--- config.mk ---
export PLATFORM = sky130hd
export DESIGN_NAME = cam_dvp_pattern_tx
export DESIGN_NICKNAME = d
export VERILOG_FILES = /design/src/rtl/cam_tx_pkg.sv /design/src/rtl/cam_pattern_gen.sv /design/src/rtl/cam_dvp_pattern_tx.sv
export SDC_FILE = /design/constraint.sdc
export NUM_CORES = 1
export LEC_CHECK = 0
export ABC_AREA = 1
export BUFFER_PORTS_ARGS = -buffer_cell sky130_fd_sc_hd__buf_2
export CORE_MARGIN = 5
export CORE_UTILIZATION = 40
export DETAILED_ROUTE_END_ITERATION = 6
export GPL_TIMING_DRIVEN = 1
export MAX_ROUTING_LAYER = met4
export SYNTH_ARGS = -nofsm -noshare
export SYNTH_HDL_FRONTEND = slang
export SYNTH_SLANG_ARGS = --single-unit
--- constraint.sdc ---
create_clock -name clk -period 3.2 [get_ports clk]
set_input_delay 0.32 -clock clk [delete_from_list [all_inputs] [get_ports clk]]
set_output_delay 0.32 -clock clk [all_outputs]
set_load 0.02 [all_outputs]
--- src/rtl/cam_tx_pkg.sv ---
// Shared types and helpers for the DVP test-pattern transmitter:
// frame FSM states, pattern codes, colour-bar table and RGB444 byte packing.
package cam_tx_pkg;

    localparam int unsigned CoordW = 12;

    typedef enum logic [2:0] {
        StIdle,
        StVsync,
        StVback,
        StActive,
        StVfront
    } state_e;

    typedef enum logic [1:0] {
        PatBars    = 2'd0,
        PatRamp    = 2'd1,
        PatChecker = 2'd2,
        PatSolid   = 2'd3
    } pattern_e;

    function automatic logic [11:0] bar_rgb(input logic [2:0] idx);
        logic [11:0] rgb;
        case (idx)
            3'd0:    rgb = 12'hFFF;
            3'd1:    rgb = 12'hFF0;
            3'd2:    rgb = 12'h0FF;
            3'd3:    rgb = 12'h0F0;
            3'd4:    rgb = 12'hF0F;
            3'd5:    rgb = 12'hF00;
            3'd6:    rgb = 12'h00F;
            default: rgb = 12'h000;
        endcase
        return rgb;
    endfunction

    // Even byte carries R in the low nibble, odd byte carries {G,B}.
    function automatic logic [7:0] pack_rgb444(input logic [11:0] rgb, input logic odd);
        return odd ? rgb[7:0] : {4'h0, rgb[11:8]};
    endfunction

endpackage

--- src/rtl/cam_pattern_gen.sv ---
// Combinational test-pattern source: maps pixel coordinates and the latched
// pattern selection to a 12-bit RGB444 colour.
module cam_pattern_gen
    import cam_tx_pkg::*;
#(
    parameter int unsigned H_ACTIVE   = 640,
    parameter int unsigned CHECK_LOG2 = 5
) (
    input  logic [CoordW-1:0] x,
    input  logic [CoordW-1:0] y,
    input  pattern_e          sel,
    input  logic [11:0]       solid,
    output logic [11:0]       rgb
);

    localparam int unsigned BarW = H_ACTIVE / 8;

    logic [3:0] ramp;
    logic       check_on;

    assign ramp     = 4'((32'(x) << 4) / H_ACTIVE);
    assign check_on = |(((x ^ y) >> CHECK_LOG2) & CoordW'(1));

    always_comb begin
        rgb = 12'h000;
        case (sel)
            PatBars:    rgb = bar_rgb(3'(32'(x) / BarW));
            PatRamp:    rgb = {ramp, ramp, ramp};
            PatChecker: rgb = check_on ? 12'hFFF : 12'h000;
            PatSolid:   rgb = solid;
            default:    rgb = 12'h000;
        endcase
    end

endmodule

--- src/rtl/cam_dvp_pattern_tx.sv ---
// Camera-side DVP transmitter: frame/line timing FSM producing vsync/href and
// RGB444 byte data from internal test patterns, one byte per clock.
module cam_dvp_pattern_tx
    import cam_tx_pkg::*;
#(
    parameter int unsigned H_ACTIVE   = 640,
    parameter int unsigned V_ACTIVE   = 480,
    parameter int unsigned H_BLANK    = 144,
    parameter int unsigned V_SYNC     = 3,
    parameter int unsigned V_BACK     = 17,
    parameter int unsigned V_FRONT    = 10,
    parameter int unsigned CHECK_LOG2 = 5
) (
    input  logic        clk,
    input  logic        reset,
    input  logic        enable,
    input  logic [1:0]  pattern_sel,
    input  logic [11:0] solid_rgb,
    output logic        cam_vsync,
    output logic        cam_href,
    output logic [7:0]  cam_data,
    output logic        frame_start,
    output logic        frame_done,
    output logic [15:0] frame_count
);

    localparam int unsigned LINE_T      = 2 * H_ACTIVE + H_BLANK;
    localparam int unsigned FRAME_LINES = V_SYNC + V_BACK + V_ACTIVE + V_FRONT;
    localparam int unsigned HCNT_W      = $clog2(LINE_T);
    localparam int unsigned VCNT_W      = $clog2(FRAME_LINES);

    localparam logic [HCNT_W-1:0] HcntLast   = HCNT_W'(LINE_T - 1);
    localparam logic [HCNT_W-1:0] HrefEnd    = HCNT_W'(2 * H_ACTIVE);
    localparam logic [VCNT_W-1:0] VfrontLast = VCNT_W'(V_FRONT - 1);

    state_e            state_q, state_d;
    logic [HCNT_W-1:0] hcnt_q, hcnt_d;
    logic [VCNT_W-1:0] vcnt_q, vcnt_d;
    logic [VCNT_W-1:0] vcnt_last;
    pattern_e          sel_q;
    logic [11:0]       solid_q;
    logic              href_d, start_d, done_d;
    logic [11:0]       pix_rgb;

    always_comb begin
        case (state_q)
            StVsync:  vcnt_last = VCNT_W'(V_SYNC - 1);
            StVback:  vcnt_last = VCNT_W'(V_BACK - 1);
            StActive: vcnt_last = VCNT_W'(V_ACTIVE - 1);
            StVfront: vcnt_last = VfrontLast;
            default:  vcnt_last = '0;
        endcase
    end

    always_comb begin
        state_d = state_q;
        hcnt_d  = hcnt_q;
        vcnt_d  = vcnt_q;
        if (state_q == StIdle) begin
            hcnt_d = '0;
            vcnt_d = '0;
            if (enable) state_d = StVsync;
        end else if (hcnt_q != HcntLast) begin
            hcnt_d = hcnt_q + HCNT_W'(1);
        end else begin
            hcnt_d = '0;
            if (vcnt_q != vcnt_last) begin
                vcnt_d = vcnt_q + VCNT_W'(1);
            end else begin
                vcnt_d = '0;
                unique case (state_q)
                    StVsync:  state_d = StVback;
                    StVback:  state_d = StActive;
                    StActive: state_d = StVfront;
                    StVfront: state_d = enable ? StVsync : StIdle;
                    default:  state_d = StIdle;
                endcase
            end
        end
    end

    // Outputs are derived from next-state values so they land on the same edge as the state.
    assign href_d  = (state_d == StActive) && (hcnt_d < HrefEnd);
    assign start_d = (state_d == StVsync) && (vcnt_d == '0) && (hcnt_d == '0);
    assign done_d  = (state_d == StVfront) && (vcnt_d == VfrontLast) && (hcnt_d == HcntLast);

    cam_pattern_gen #(
        .H_ACTIVE   (H_ACTIVE),
        .CHECK_LOG2 (CHECK_LOG2)
    ) u_pattern_gen (
        .x     (CoordW'(hcnt_d >> 1)),
        .y     (CoordW'(vcnt_d)),
        .sel   (sel_q),
        .solid (solid_q),
        .rgb   (pix_rgb)
    );

    always_ff @(posedge clk) begin
        if (reset) begin
            state_q     <= StIdle;
            hcnt_q      <= '0;
            vcnt_q      <= '0;
            sel_q       <= PatBars;
            solid_q     <= '0;
            cam_vsync   <= 1'b0;
            cam_href    <= 1'b0;
            cam_data    <= 8'h00;
            frame_start <= 1'b0;
            frame_done  <= 1'b0;
            frame_count <= 16'h0000;
        end else begin
            state_q     <= state_d;
            hcnt_q      <= hcnt_d;
            vcnt_q      <= vcnt_d;
            cam_vsync   <= (state_d == StVsync);
            cam_href    <= href_d;
            cam_data    <= href_d ? pack_rgb444(pix_rgb, hcnt_d[0]) : 8'h00;
            frame_start <= start_d;
            frame_done  <= done_d;
            if (done_d) frame_count <= frame_count + 16'd1;
            if (start_d) begin
                sel_q   <= pattern_e'(pattern_sel);
                solid_q <= solid_rgb;
            end
        end
    end

endmodule

# After elaboration in Yosys (flattened, before gate mapping)
# Cells that the tools add are included.
[totals] output_inout_bits=28 in_bits=17 regBits=65
[op_classes] n_mux=16 div_mod_pow=2 n_eq_ne=20 n_lt_le_gt_ge=1 addsub=3 bitwise_logic=3 reduce_logical=12
[op_table] cell="$pmux W12 S7" count=1
[op_table] cell="$pmux W12 S4" count=1
[op_table] cell="$pmux W9 S4" count=1
[op_table] cell="$div A10 B7 Y32 const B" count=1
[op_table] cell="$div A14 B10 Y32 const B" count=1
[op_table] cell="$mux W9" count=3
[op_table] cell="$mux W11" count=2
[op_table] cell="$add A16 B1 Y16 const B" count=1
[op_table] cell="$eq A3 B2 Y1 const B" count=5
[op_table] cell="$eq A3 B3 Y1 const B" count=5
[op_table] cell="$mux W12" count=1
[op_table] cell="$mux W3" count=4
[op_table] cell="$pmux W3 S4" count=1
[op_table] cell="$add A11 B1 Y11 const B" count=1
[op_table] cell="$eq A11 B11 Y1 const B" count=1
[op_table] cell="$logic_not A11 Y1" count=1
[op_table] cell="$lt A11 B11 Y1 const B" count=1
[op_table] cell="$ne A11 B11 Y1 const B" count=1
[op_table] cell="$add A9 B1 Y9 const B" count=1
[op_table] cell="$eq A3 B1 Y1 const B" count=3
[op_table] cell="$eq A9 B4 Y1 const B" count=1
[op_table] cell="$logic_not A9 Y1" count=1
[op_table] cell="$ne A9 B9 Y1" count=1
[op_table] cell="$logic_not A3 Y1" count=2
[op_table] cell="10 further kinds" count=16

# Logic depth before layout (Yosys ltp)
# Gate-level depths: netlist of run 1.
[logic_depth] word_depth=10 mapped_depth=33 depth_no_buf=33

# Cells and area by module
# A second synthesis of run 1 with hierarchy kept.
[hier_totals] hier_cells=957 hier_area_um2=5773.0
[by_module_without_submodules] mod="cam_dvp_pattern_tx" n_inst=1 area_each_um2=3679.8 cells_per_inst=586
[by_module_without_submodules] mod="cam_pattern_gen" n_inst=1 area_each_um2=2093.3 cells_per_inst=371

# Worst setup path after synthesis of run 1
# Ideal clock, no wire load.
[synth_path] path_kind="reg2reg" startpoint="reg hcnt_q[0]" endpoint="reg cam_data[0]" arrival_ns=3.204 required_ns=3.087 path_stages_with_launch=27 period_less_slack_ns=3.317 setup_ns=0.113 setup_slack_ns=-0.117 path_cell_list="dfxtp_1 ha_1 nand3_2 nor2_2 nand2_4 nand3_4 nor2_8 ha_1 inv_1 a21oi_1 inv_2 nand3_4 nand2_2 nand3_4 nand2_4 nand3_4 nand2_1 a21oi_1 nand3_2 nand2_1 nand2_1 nor2_2 nand3_1 o21bai_2 nand2_1 nor2_1 nor2_1"
[synth_between] elab_chain_len=8
[synth_rtl] item="from (decl)" line="cam_dvp_pattern_tx.sv:37" source="logic [HCNT_W-1:0] hcnt_q, hcnt_d;"
[synth_rtl] item="from (signal assigned)" line="cam_dvp_pattern_tx.sv:113" source="hcnt_q <= hcnt_d;"
[synth_rtl] item="$add A11 B1 Y11 / $ne A11 B11 Y1 (equally long branches)" line="cam_dvp_pattern_tx.sv:64, cam_dvp_pattern_tx.sv:63"
[synth_rtl] item="$mux W11 *" line="cam_dvp_pattern_tx.sv:63" source="end else if (hcnt_q != HcntLast) begin"
[synth_rtl] item="$mux W11 *" line="cam_dvp_pattern_tx.sv:59" source="if (state_q == StIdle) begin"
[synth_rtl] item="net hcnt_d[10]" line="cam_dvp_pattern_tx.sv:37"
[synth_rtl] item="branches (longest 5 deep; another with $div A14 B10 Y32)"
[synth_rtl] item="to (signal assigned)" line="cam_dvp_pattern_tx.sv:117" source="cam_data <= href_d ? pack_rgb444(pix_rgb, hcnt_d[0]) : 8'h00;"
[synth_rtl] item="to (decl)" line="cam_dvp_pattern_tx.sv:21" source="output logic [7:0] cam_data,"
# Mark *: on every way through the listed nets, which the timed path passes.
# A chain may end at the register's enable or synchronous reset.

# Worst setup path in the final report of run 1
[layout_path] startpoint="reg hcnt_q[7]" endpoint="reg cam_data[0]"
[layout_between] elab_chain_len=8
[layout_rtl] item="branches (longest 8 deep; another with $div A14 B10 Y32)"
# Several ways; the timed one is not identified.

==> summary.txt, run 1 <==
Run status
  – Status: finished, violations left
  – Failing checks: setup timing

Floorplanning
  – Row cnt: 36
  – Die area: 12000 um2
  – Core area: 9730 um2
  – Die Span X: 109 um
  – Die Height: 109 um
  – IO Pins: 45
  – Starting Density: 40.7%

GRT
  – Pin count of the biggest net entering global routing: 37
  – Initial antenna violation count: 0
  – Gr usage total: 19.4%
  – Global-route wire length before repair: 18.5 mm
  – Number of global-route vias before repair: 4117
  – Grt ovf: 0

Timing
  – Fin crit period: 3.42 ns
  – Skew final: 0.00955 ns
  – Peak Freq: 0.293 GHz
  – Pins Over Slew Limit: 0
  – Fin. Hold Viols: 0
  – Final setup margin: -0.215 ns
  – Setup Viol. Count Final: 5
  – Slew of the pin with the lowest slew margin: 0.540 ns
  – Final period util: 107%
  – Relative slew slack: 63.9%
  – RSZ-0062 raised after global routing: yes

Power and ir drop
  – Gate power share: 9.2%
  – Sw frac: 23.8%
  – Int Pwr: 1.41 mW
  – Sequential power share: 45.8%
  – Leak pwr: 2.58 nW
  – Cell Pwr Density: 337 nW/um2
  – Clock network fraction of total power: 45.0%
  – VDD IR max: 348 uV
  – P_sw: 440 uW

Setup path
  – WP buf/inv: 3
  – Critical path arrival: 3.66 ns
  – Peak per-stage delay on the critical path: 0.42 ns
  – Largest fanout on the critical path: 7
  – Worst-path cell with the longest stage delay: dfxtp_1
  – CP Capture Type: flop
  – R2r worst-path depth: 27
  – CP Launch Type: flop
  – Crit Path Class: reg -> reg
  – WP depth: 27
  – CP top delay family: simple AND/OR/NAND/NOR gates
  – Critical Path RT: 3.44 ns

CTS
  – Max Buffers Root-to-Sink: 2
  – Post-CTS Hold Buffers: 0
  – H-Tree Depth: 3
  – Clk Latency, worst-skew pair: 0.35 ns
  – Worst-path clk slew: 0.08 ns
  – TritonCTS clock tree: built
  – Root Driver: clkbuf_8
  – Clock buffer count from CTS: 9
  – Clk sinks: 65

Drt
  – Vias/cell: 4.92
  – Pre-antenna DRT Iters: 5
  – DR vias: 4169
  – DR DRC count: 0
  – Wire per inst: 13.1 um
  – Post-detailed-route count of antenna-violating nets: 0
  – First DRT Iteration DRCs: 204
  – WL final: 11.1 mm

Cells and area
  – Nets: 732
  – Multi-input logic area: 2560 um2
  – Ant diodes: 0
  – Layout area overhead: 38.7%
  – Fillers: 958
  – Final core utilization: 56.4%
  – Fin area: 5490 um2
  – Reg area: 1310 um2
  – Layout cells sized above 1: 34.5%

Job
  – Max-capacitance violation count: 0

Placement
  – Routability congestion estimate: 0.959
  – DP Area: 4800 um2
  – Port bufs: 44
  – Dpl hpwl: 8.13 mm

Yosys
  – Post-synth EDFFs: 0
  – Primary FF master, synth: dfxtp_1
  – #FFs+latches synth: 65
  – FFs w/ async S/R, synth: 0%
  – Synthesized cell area: 3960 um2
  – Yosys warnings: 0
  – Synth Net Count: 609
  – Post-synthesis area per instance: 6.73 um2
  – Register area share after synthesis: 32.9%
  – Synth Instances: 588
  – Count of different cell masters after synthesis: 46

Worst hold path
  – Hold crit path type: in -> reg
  – WHS Path Cells: 3
state kept, by name, indices dropped and copies added, names as in the netlist:
signal	cells
cam_data	8
cam_href	1
cam_vsync	1
frame_count	16
frame_done	1
frame_start	1
hcnt_q	11
sel_q	2
solid_q	12
state_q	3
vcnt_q	9
final timing paths:
kind                                     from           to  slack [ns]
worst min register to register    solid_q[10]  solid_q[10]        0.46
worst max-delay path                hcnt_q[7]  cam_data[0]       -0.22
worst min-delay path            solid_rgb[11]  solid_q[11]        0.25
worst max register to register      hcnt_q[7]  cam_data[0]       -0.22
per-stage QoR:
stage / hold slack, ns / TNS (ns) / power (mW) / worst slack, ns / std cells
3_3_place_gp: 0.442 / -0.115 / 1.02 / -0.0585 / 818
4_1_cts: 0.240 / -0.132 / 1.86 / -0.0750 / 836
3_5_place_dp: 0.456 / -0.461 / 1.02 / -0.171 / 818
5_1_grt: 0.257 / -4.29 / 1.93 / -0.477 / 848
6_report: 0.246 / -0.655 / 1.85 / -0.215 / 848
2_1_floorplan: 0.425 / 0 / 0.964 / 0.0216 / 588
cell families (layout without fill, tap and decap cells):
group / Yosys count / after routing / synth area share (%)
XOR/XNOR: 9 / 9 / 1.99
flip-flops: 65 / 65 / 32.9
AO/OA/AOI/OAI: 92 / 92 / 13.3
adder cells (fa/ha/maj): 4 / 4 / 1.26
buffers and inverters: 115 / 242 / 11.1
AND/OR/NAND/NOR: 303 / 303 / 39.5
worst register-to-register path: stages (launching register included):
cell,delay [ns]
dfxtp_1,0.42
inv_1,0.10
nor2_2,0.17
nand2_2,0.07
nand2_2,0.06
nand2_2,0.06
nand2_4,0.07
nand2_2,0.08
ha_4,0.28
inv_4,0.03
a21oi_4,0.17
clkinv_4,0.13
nand3_4,0.13
nand2_4,0.07
nand3_4,0.11
nand2_4,0.09
nand3_4,0.15
nand2_4,0.09
a21oi_4,0.19
nand3_4,0.10
nand2_1,0.09
nand2_1,0.07
nor2_2,0.11
nand3_2,0.10
o21bai_4,0.16
nand2_1,0.06
nor2_1,0.09
nor2_1,0.05
power groups by stage:
| stage | Clock, mW | Sequential (mW) | Combinational [mW] |
|---|---|---|---|
| floorplan | 0 | 0.865 | 0.0989 |
| global placement | 0 | 0.864 | 0.158 |
| detailed placement | 0 | 0.864 | 0.160 |
| CTS | 0.848 | 0.846 | 0.162 |
| global route | 0.884 | 0.850 | 0.195 |
| finish | 0.832 | 0.847 | 0.171 |
cell usage in the layout, fill, tap and decap left out, types with 6 or more instances in the layout:
cell type / n
inv_1: 92
nand2_1: 89
buf_4: 76
nor2_1: 65
dfxtp_1: 56
buf_2: 44
nand3_1: 35
a21oi_1: 32
o21ai_0: 29
nand2_2: 18
nand4_1: 17
nor3_1: 14
nand2_4: 12
nor2_4: 11
inv_2: 10
nand3_4: 9
clkbuf_8: 9
dfxtp_2: 9
xor2_1: 8
nor4_1: 6
o211ai_1: 6
layout make-up:
class / count / share of cell area, %
clock buffers: 9 / 2.26
inverters: 105 / 7.36
flip-flops and latches: 65 / 23.9
multi-input cells: 408 / 46.7
clock inverters: 6 / 1.96
well taps: 133 / 3.03
repair buffers: 122 / 14.8
Yosys cell counts (2+ instances only):
cell / number / area, um2
nor3_1: 16 / 80.1
nand3_2: 6 / 60.1
nand4_1: 17 / 106
dfxtp_1: 65 / 1300
buf_4: 2 / 15.0
nor2_4: 5 / 56.3
nor2_1: 66 / 248
nand2_4: 5 / 56.3
o21ai_0: 31 / 155
ha_1: 4 / 50.1
o21ai_1: 4 / 20.0
a21oi_1: 37 / 185
nand2_2: 8 / 50.1
nand3b_1: 3 / 22.5
o2111ai_1: 3 / 26.3
nand3_4: 4 / 70.1
and3_1: 2 / 12.5
inv_1: 94 / 353
nor4_1: 7 / 43.8
inv_2: 11 / 41.3
o22ai_1: 2 / 12.5
o211ai_1: 6 / 45.0
nand3_1: 37 / 185
nor2_2: 10 / 62.6
nand2_1: 108 / 405
clkbuf_1: 8 / 30.0
xor2_1: 8 / 70.1
repair_timing:
| action | in CTS | in global routing |
|---|---|---|
| setup buffers | 3 | 12 |
| resized for setup | 26 | 58 |
| cloned | 0 | 0 |
| endpoints found under the setup margin | 6 | 36 |
| pin swaps | 12 | 20 |
per-layer routing:
layer	track usage [%]	vias to the layer above	routed length [um]	part of all wire, %
li1	-	2164	-	-
met1	25.2	1920	5340	48
met2	31.7	73	5310	48
met3	3.41	12	373	3.3
met4	4.45	0	114	1.0
met5	-	-	0	0
Power figures use the tool's default switching activity.
==> run 2, diff against run 1 <==
Settings changed: PLACE_DENSITY from default to 0.71.
==> summary.txt, run 2 (synthesized netlist as in run 1, its figures left out) <==
Setup path
  – Most common cell on crit path: nand3_4
  – CP Capture Type: flop
  – Critical Path RT: 3.45 ns (about the same)
  – Crit Path Class: reg -> reg
  – Peak per-stage delay on the critical path: 0.36 ns (-0.06 ns)
  – Worst reg-to-reg setup slack: -0.27 ns (-0.05 ns)
  – Worst-path cell with the longest stage delay: dfxtp_2
  – CP Launch Type: flop
  – Largest fanout on the critical path: 7 (unchanged)
  – FF-to-FF Start: hcnt_q[1]
  – R2r worst-path depth: 28 (+3.7%)
  – Critical path arrival: 3.72 ns (+0.06 ns)
  – End of the worst register-to-register path: cam_data[0]

Run status
  – Failing checks: setup timing
  – Status: finished, violations left

GRT
  – Grt ovf: 0 (unchanged)
  – Gr usage total: 20.4% (+0.96 points)
  – Global-route wire length before repair: 19.2 mm (+3.9%)
  – Pin count of the biggest net entering global routing: 37 (unchanged)
  – Initial antenna violation count: 0 (unchanged)
  – Number of global-route vias before repair: 4268 (+3.7%)

Floorplanning
  – Die Height: 109 um (unchanged)
  – Die Span X: 109 um (unchanged)
  – Die area: 12000 um2 (unchanged)
  – Row cnt: 36 (unchanged)
  – Starting Density: 40.7% (unchanged)
  – Core area: 9730 um2 (unchanged)
  – IO Pins: 45 (unchanged)

Cells and area
  – Layout cells sized above 1: 37.1% (+2.6 points)
  – Fillers: 909 (-5.1%)
  – Biggest register: frame_count
  – Largest regs: frame_count: 16 flops, solid_q: 12 flops, hcnt_q: 11 flops
  – Commonest non-fill, non-tap cells in the layout: inv_1 (87), nand2_1 (84), buf_4 (70), nor2_1 (61), dfxtp_1 (56)
  – Reg area: 1320 um2 (+0.19%)
  – Commonest non-fill, non-tap cell in the layout: inv_1
  – Ant diodes: 0 (unchanged)
  – Nets: 727 (-0.68%)
  – Non-Filler Instances: 844 (-0.47%)
  – Layout area overhead: 39.1%
  – Multi-input logic area: 2620 um2 (+2.1%)
  – Max reg flops: 16 (unchanged)
  – Final core utilization: 56.6% (+0.15 points)

Timing
  – Setup Viol. Count Final: 6 (+1)
  – Final setup TNS: -0.920 ns (-0.265 ns)
  – Final period util: 108% (+1.7 points)
  – Peak Freq: 0.288 GHz (-1.6%)
  – Pins Over Slew Limit: 0 (unchanged)
  – Skew final: 0.0114 ns (+0.00188 ns)
  – WHS: 0.237 ns (-0.00852 ns)
  – Slew of the pin with the lowest slew margin: 0.594 ns (+0.0541 ns)
  – Relative slew slack: 60.3% (-3.6 points)
  – Final setup margin: -0.269 ns (-0.0544 ns)
  – Fin crit period: 3.47 ns (+0.0544 ns)
  – RSZ-0062 raised after global routing: yes
  – Fin. Hold Viols: 0 (unchanged)

CTS
  – Clk Latency, worst-skew pair: 0.36 ns (about the same)
  – Worst-path clk slew: 0.08 ns (about the same)
  – TritonCTS clock tree: built
  – Clock buffer count from CTS: 9 (unchanged)
  – Max Buffers Root-to-Sink: 2 (unchanged)
  – H-Tree Depth: 3 (unchanged)
  – Clk sinks: 65 (unchanged)
  – Root Driver: clkbuf_8
  – Post-CTS Hold Buffers: 0 (unchanged)

Placement
  – Port bufs: 44 (unchanged)
  – Routability congestion estimate: 0.935 (-2.5%)
  – Dpl hpwl: 8.40 mm (+3.3%)
  – Placed insts: 807 (-1.3%)

Worst hold path
  – HP Start: solid_rgb[3]
  – WHS Endpoint: solid_q[3]
  – WHS Path Cells: 3 (unchanged)
  – Hold crit path type: in -> reg

Drt
  – WL final: 11.8 mm (+5.8%)
  – Top sig layer: met4
  – First DRT Iteration DRCs: 305 (+50%)
  – DR vias: 4319 (+3.6%)
  – Post-detailed-route count of antenna-violating nets: 0 (unchanged)
  – Wire per inst: 14.0 um (+6.3%)
  – DR WL met3: 513 um (+38%)
  – Pre-antenna DRT Iters: 5 (unchanged)
  – DRT met1 WL: 5.06 mm (-5.3%)
  – DR WL met2: 5.82 mm (+9.5%)
  – Vias/cell: 5.12 (+4.1%)
  – DR DRC count: 0 (unchanged)

Power and ir drop
  – VDD IR max: 317 uV (-8.8%)
  – Cell Pwr Density: 332 nW/um2 (-1.5%)
  – Leak pwr: 2.57 nW (-0.33%)
  – Tot Pwr: 1.83 mW (-1.2%)

Job
  – Max-capacitance violation count: 0 (unchanged)
## run 2: routing by layer
layer / vias up / GRT usage, %
li1: 2160 / -
met1: 1979 / 24.3
met2: 132 / 34.6
met3: 48 / 3.82
met4: 0 / 6.86
met5: - / -
## run 2: worst max-delay path by stage
stage                   start     endpoint  slack [ns]  cells after the start
floorplan           hcnt_q[0]  cam_data[0]        0.02                     28
global placement    hcnt_q[0]  cam_data[0]       -0.06                     26
detailed placement  hcnt_q[0]  cam_data[0]       -0.28                     30
CTS                 hcnt_q[1]  cam_data[0]       -0.18                     29
global route        hcnt_q[0]  cam_data[0]       -0.53                     29
finish              hcnt_q[1]  cam_data[0]       -0.27                     28
## run 2: cell type report
class                      instances  share of cell area (%)
multi-input combinational        408                    47.5
clock buffer                      10                    2.50
tap                              133                    3.02
inverter                         105                    7.16
clock inverter                     6                    1.61
sequential                        65                    23.9
timing repair buffer             117                    14.3
## run 2: timing repair
action,4_1_cts,5_1_grt
resized for setup,40,68
setup endpoints to repair,5,40
pin swaps,23,26
setup buffers,14,10
## run 2: worst max-delay path, delay by kind of cell, from the launching register on
family	cells	cell delay (ns)
fa+ha+maj	2	0.40
buf+inv	2	0.22
flops	1	0.36
simple gates	22	2.14
compound gates	2	0.26
## run 2: stage by stage
step / setup WS [ns] / cell area (um2)
floorplan: 0.0216 / 3990
global placement: -0.0591 / 4730
detailed placement: -0.284 / 4730
CTS: -0.183 / 5210
global route: -0.531 / 5510
finish: -0.269 / 5510
## run 2: power by group
| part | total, mW | switching, mW | internal, mW |
|---|---|---|---|
| logic | 0.172 | 0.107 | 0.0650 |
| clock network | 0.808 | 0.348 | 0.461 |
| registers | 0.847 | 0.0136 | 0.833 |
| total | 1.83 | 0.468 | 1.36 |
==> run 3, diff against run 2 <==
Settings changed: CORE_MARGIN 5 to 2.
==> summary.txt, run 3 (synthesized netlist as in run 1, its figures left out) <==
GRT
  – Global-route wire length before repair: 17.9 mm (-6.6%)
  – Gr usage total: 21.9% (+1.5 points)
  – Initial antenna violation count: 0 (unchanged)
  – Number of global-route vias before repair: 4115 (-3.6%)
  – Pin count of the biggest net entering global routing: 38 (+2.7%)
  – Grt ovf: 0 (unchanged)

Drt
  – First DRT Iteration DRCs: 231 (-24%)
  – Vias/cell: 5.04 (-1.5%)
  – DR vias: 4290 (-0.67%)
  – Post-detailed-route count of antenna-violating nets: 0 (unchanged)
  – Wire per inst: 13.1 um (-6.0%)
  – DR DRC count: 0 (unchanged)
  – Pre-antenna DRT Iters: 5 (unchanged)
  – WL final: 11.2 mm (-5.3%)

CTS
  – Worst-path clk slew: 0.07 ns (about the same)
  – Root Driver: clkbuf_8
  – Clk Latency, worst-skew pair: 0.36 ns (about the same)
  – Clk sinks: 65 (unchanged)
  – TritonCTS clock tree: built
  – H-Tree Depth: 3 (unchanged)
  – Clock buffer count from CTS: 9 (unchanged)
  – Post-CTS Hold Buffers: 0 (unchanged)
  – Max Buffers Root-to-Sink: 2 (unchanged)

Cells and area
  – Layout area overhead: 38.7%
  – Max reg flops: 16 (unchanged)
  – Nets: 735 (+1.1%)
  – Commonest non-fill, non-tap cell in the layout: inv_1
  – Biggest register: frame_count
  – Commonest non-fill, non-tap cells in the layout: inv_1 (91), nand2_1 (88), buf_4 (75), nor2_1 (64), dfxtp_1 (59)
  – Largest regs: frame_count: 16 flops, solid_q: 12 flops, hcnt_q: 11 flops
  – Ant diodes: 0 (unchanged)
  – Fillers: 861 (-5.3%)
  – Layout cells sized above 1: 35.1% (-2.0 points)

Timing
  – Peak Freq: 0.290 GHz (+0.71%)
  – RSZ-0062 raised after global routing: yes
  – Relative slew slack: 65.2% (+4.9 points)
  – Final setup margin: -0.245 ns (+0.0243 ns)
  – Fin crit period: 3.45 ns (-0.0243 ns)
  – Fin. Hold Viols: 0 (unchanged)
  – Setup Viol. Count Final: 25 (+19)
  – Skew final: 0.0107 ns (-0.000753 ns)
  – Pins Over Slew Limit: 0 (unchanged)
  – Final period util: 108% (-0.76 points)
  – Slew of the pin with the lowest slew margin: 0.521 ns (-0.0731 ns)

Setup path
  – Critical path arrival: 3.69 ns (-0.03 ns)
  – CP Launch Type: flop
  – Critical Path RT: 3.45 ns (about the same)
  – WP buf/inv: 1 (-1)
  – Largest fanout on the critical path: 6 (-1)
  – Peak per-stage delay on the critical path: 0.36 ns (about the same)
  – CP top delay family: simple AND/OR/NAND/NOR gates
  – Crit Path Class: reg -> reg
  – Worst-path cell with the longest stage delay: dfxtp_2
  – CP Capture Type: flop

Floorplanning
  – Core area: 9680 um2 (-0.46%)
  – IO Pins: 45 (unchanged)
  – Die Height: 103 um (-5.5%)
  – Starting Density: 40.9% (+0.19 points)
  – Die Span X: 103 um (-5.5%)
  – Die area: 10700 um2 (-11%)
  – Row cnt: 36 (unchanged)

Power and ir drop
  – Cell Pwr Density: 305 nW/um2 (-8.2%)
  – VDD IR max: 372 uV (+17%)
  – Tot Pwr: 1.67 mW (-8.4%)
  – Leak pwr: 2.63 nW (+2.4%)

Job
  – Max-capacitance violation count: 0 (unchanged)

Worst hold path
  – Hold crit path type: in -> reg

Placement
  – Dpl hpwl: 7.98 mm (-5.1%)
  – Routability congestion estimate: 0.926 (-0.96%)
  – Pre-CTS WS: -0.236 ns (+0.0480 ns)
  – Port bufs: 44 (unchanged)

Run status
  – Status: finished, violations left
  – Failing checks: setup timing
## run 3: worst min-delay path: stages
cell and delay [ns]:
buf_2 0.10, nand3_1 0.07, a21oi_1 0.06
## run 3: timing repair
action	CTS	global route
endpoints found under the setup margin	5	39
setup buffers	16	8
resized for setup	29	67
pin swaps	17	15
## run 3: area by class of cell
cell class,count,area (um2),share of cell area (%)
clock buffers,13,169,3.08
clock inverters,2,12.5,0.228
inverters,105,397,7.22
multi-input cells,408,2590,47.1
flip-flops and latches,65,1310,23.8
well taps,133,166,3.03
repair buffers,125,851,15.5
## run 3: power by group
part	switching (mW)	internal, mW	leakage [nW]	total (mW)
clock network	0.311	0.339	0.0915	0.650
logic	0.109	0.0671	2.01	0.176
registers	0.0128	0.834	0.530	0.847
## run 3: through the flow
step / std cells / util [%] / hold slack, ns / setup TNS (ns) / cell area [um2]
2_1_floorplan: 588 / - / 0.425 / 0 / 3990
3_3_place_gp: 812 / 49.1 / 0.445 / -0.223 / 4760
3_5_place_dp: 812 / 49.1 / 0.452 / -0.752 / 4760
4_1_cts: 843 / 53.4 / 0.224 / -0.679 / 5170
5_1_grt: 851 / 56.7 / 0.231 / -7.69 / 5490
6_report: 851 / 56.7 / 0.235 / -1.70 / 5490
## run 3: final timing paths
kind / start / endpoint / slack (ns) / depth (start not counted)
max: hcnt_q[1] / cam_data[0] / -0.25 / 26
max reg2reg: hcnt_q[1] / cam_data[0] / -0.25 / 26
min: solid_rgb[2] / solid_q[2] / 0.24 / 3
min reg2reg: solid_q[10] / solid_q[10] / 0.46 / 2
## run 3: metal layers
metal / part of all wire [%] / global-route usage (%) / vias up / wire length (um)
met5: 0 / - / - / 0
li1: - / - / 2171 / -
met1: 43 / 25.6 / 1992 / 4780
met2: 50 / 37.0 / 102 / 5630
met4: 2.5 / 9.01 / 0 / 276
met3: 4.3 / 4.03 / 25 / 482
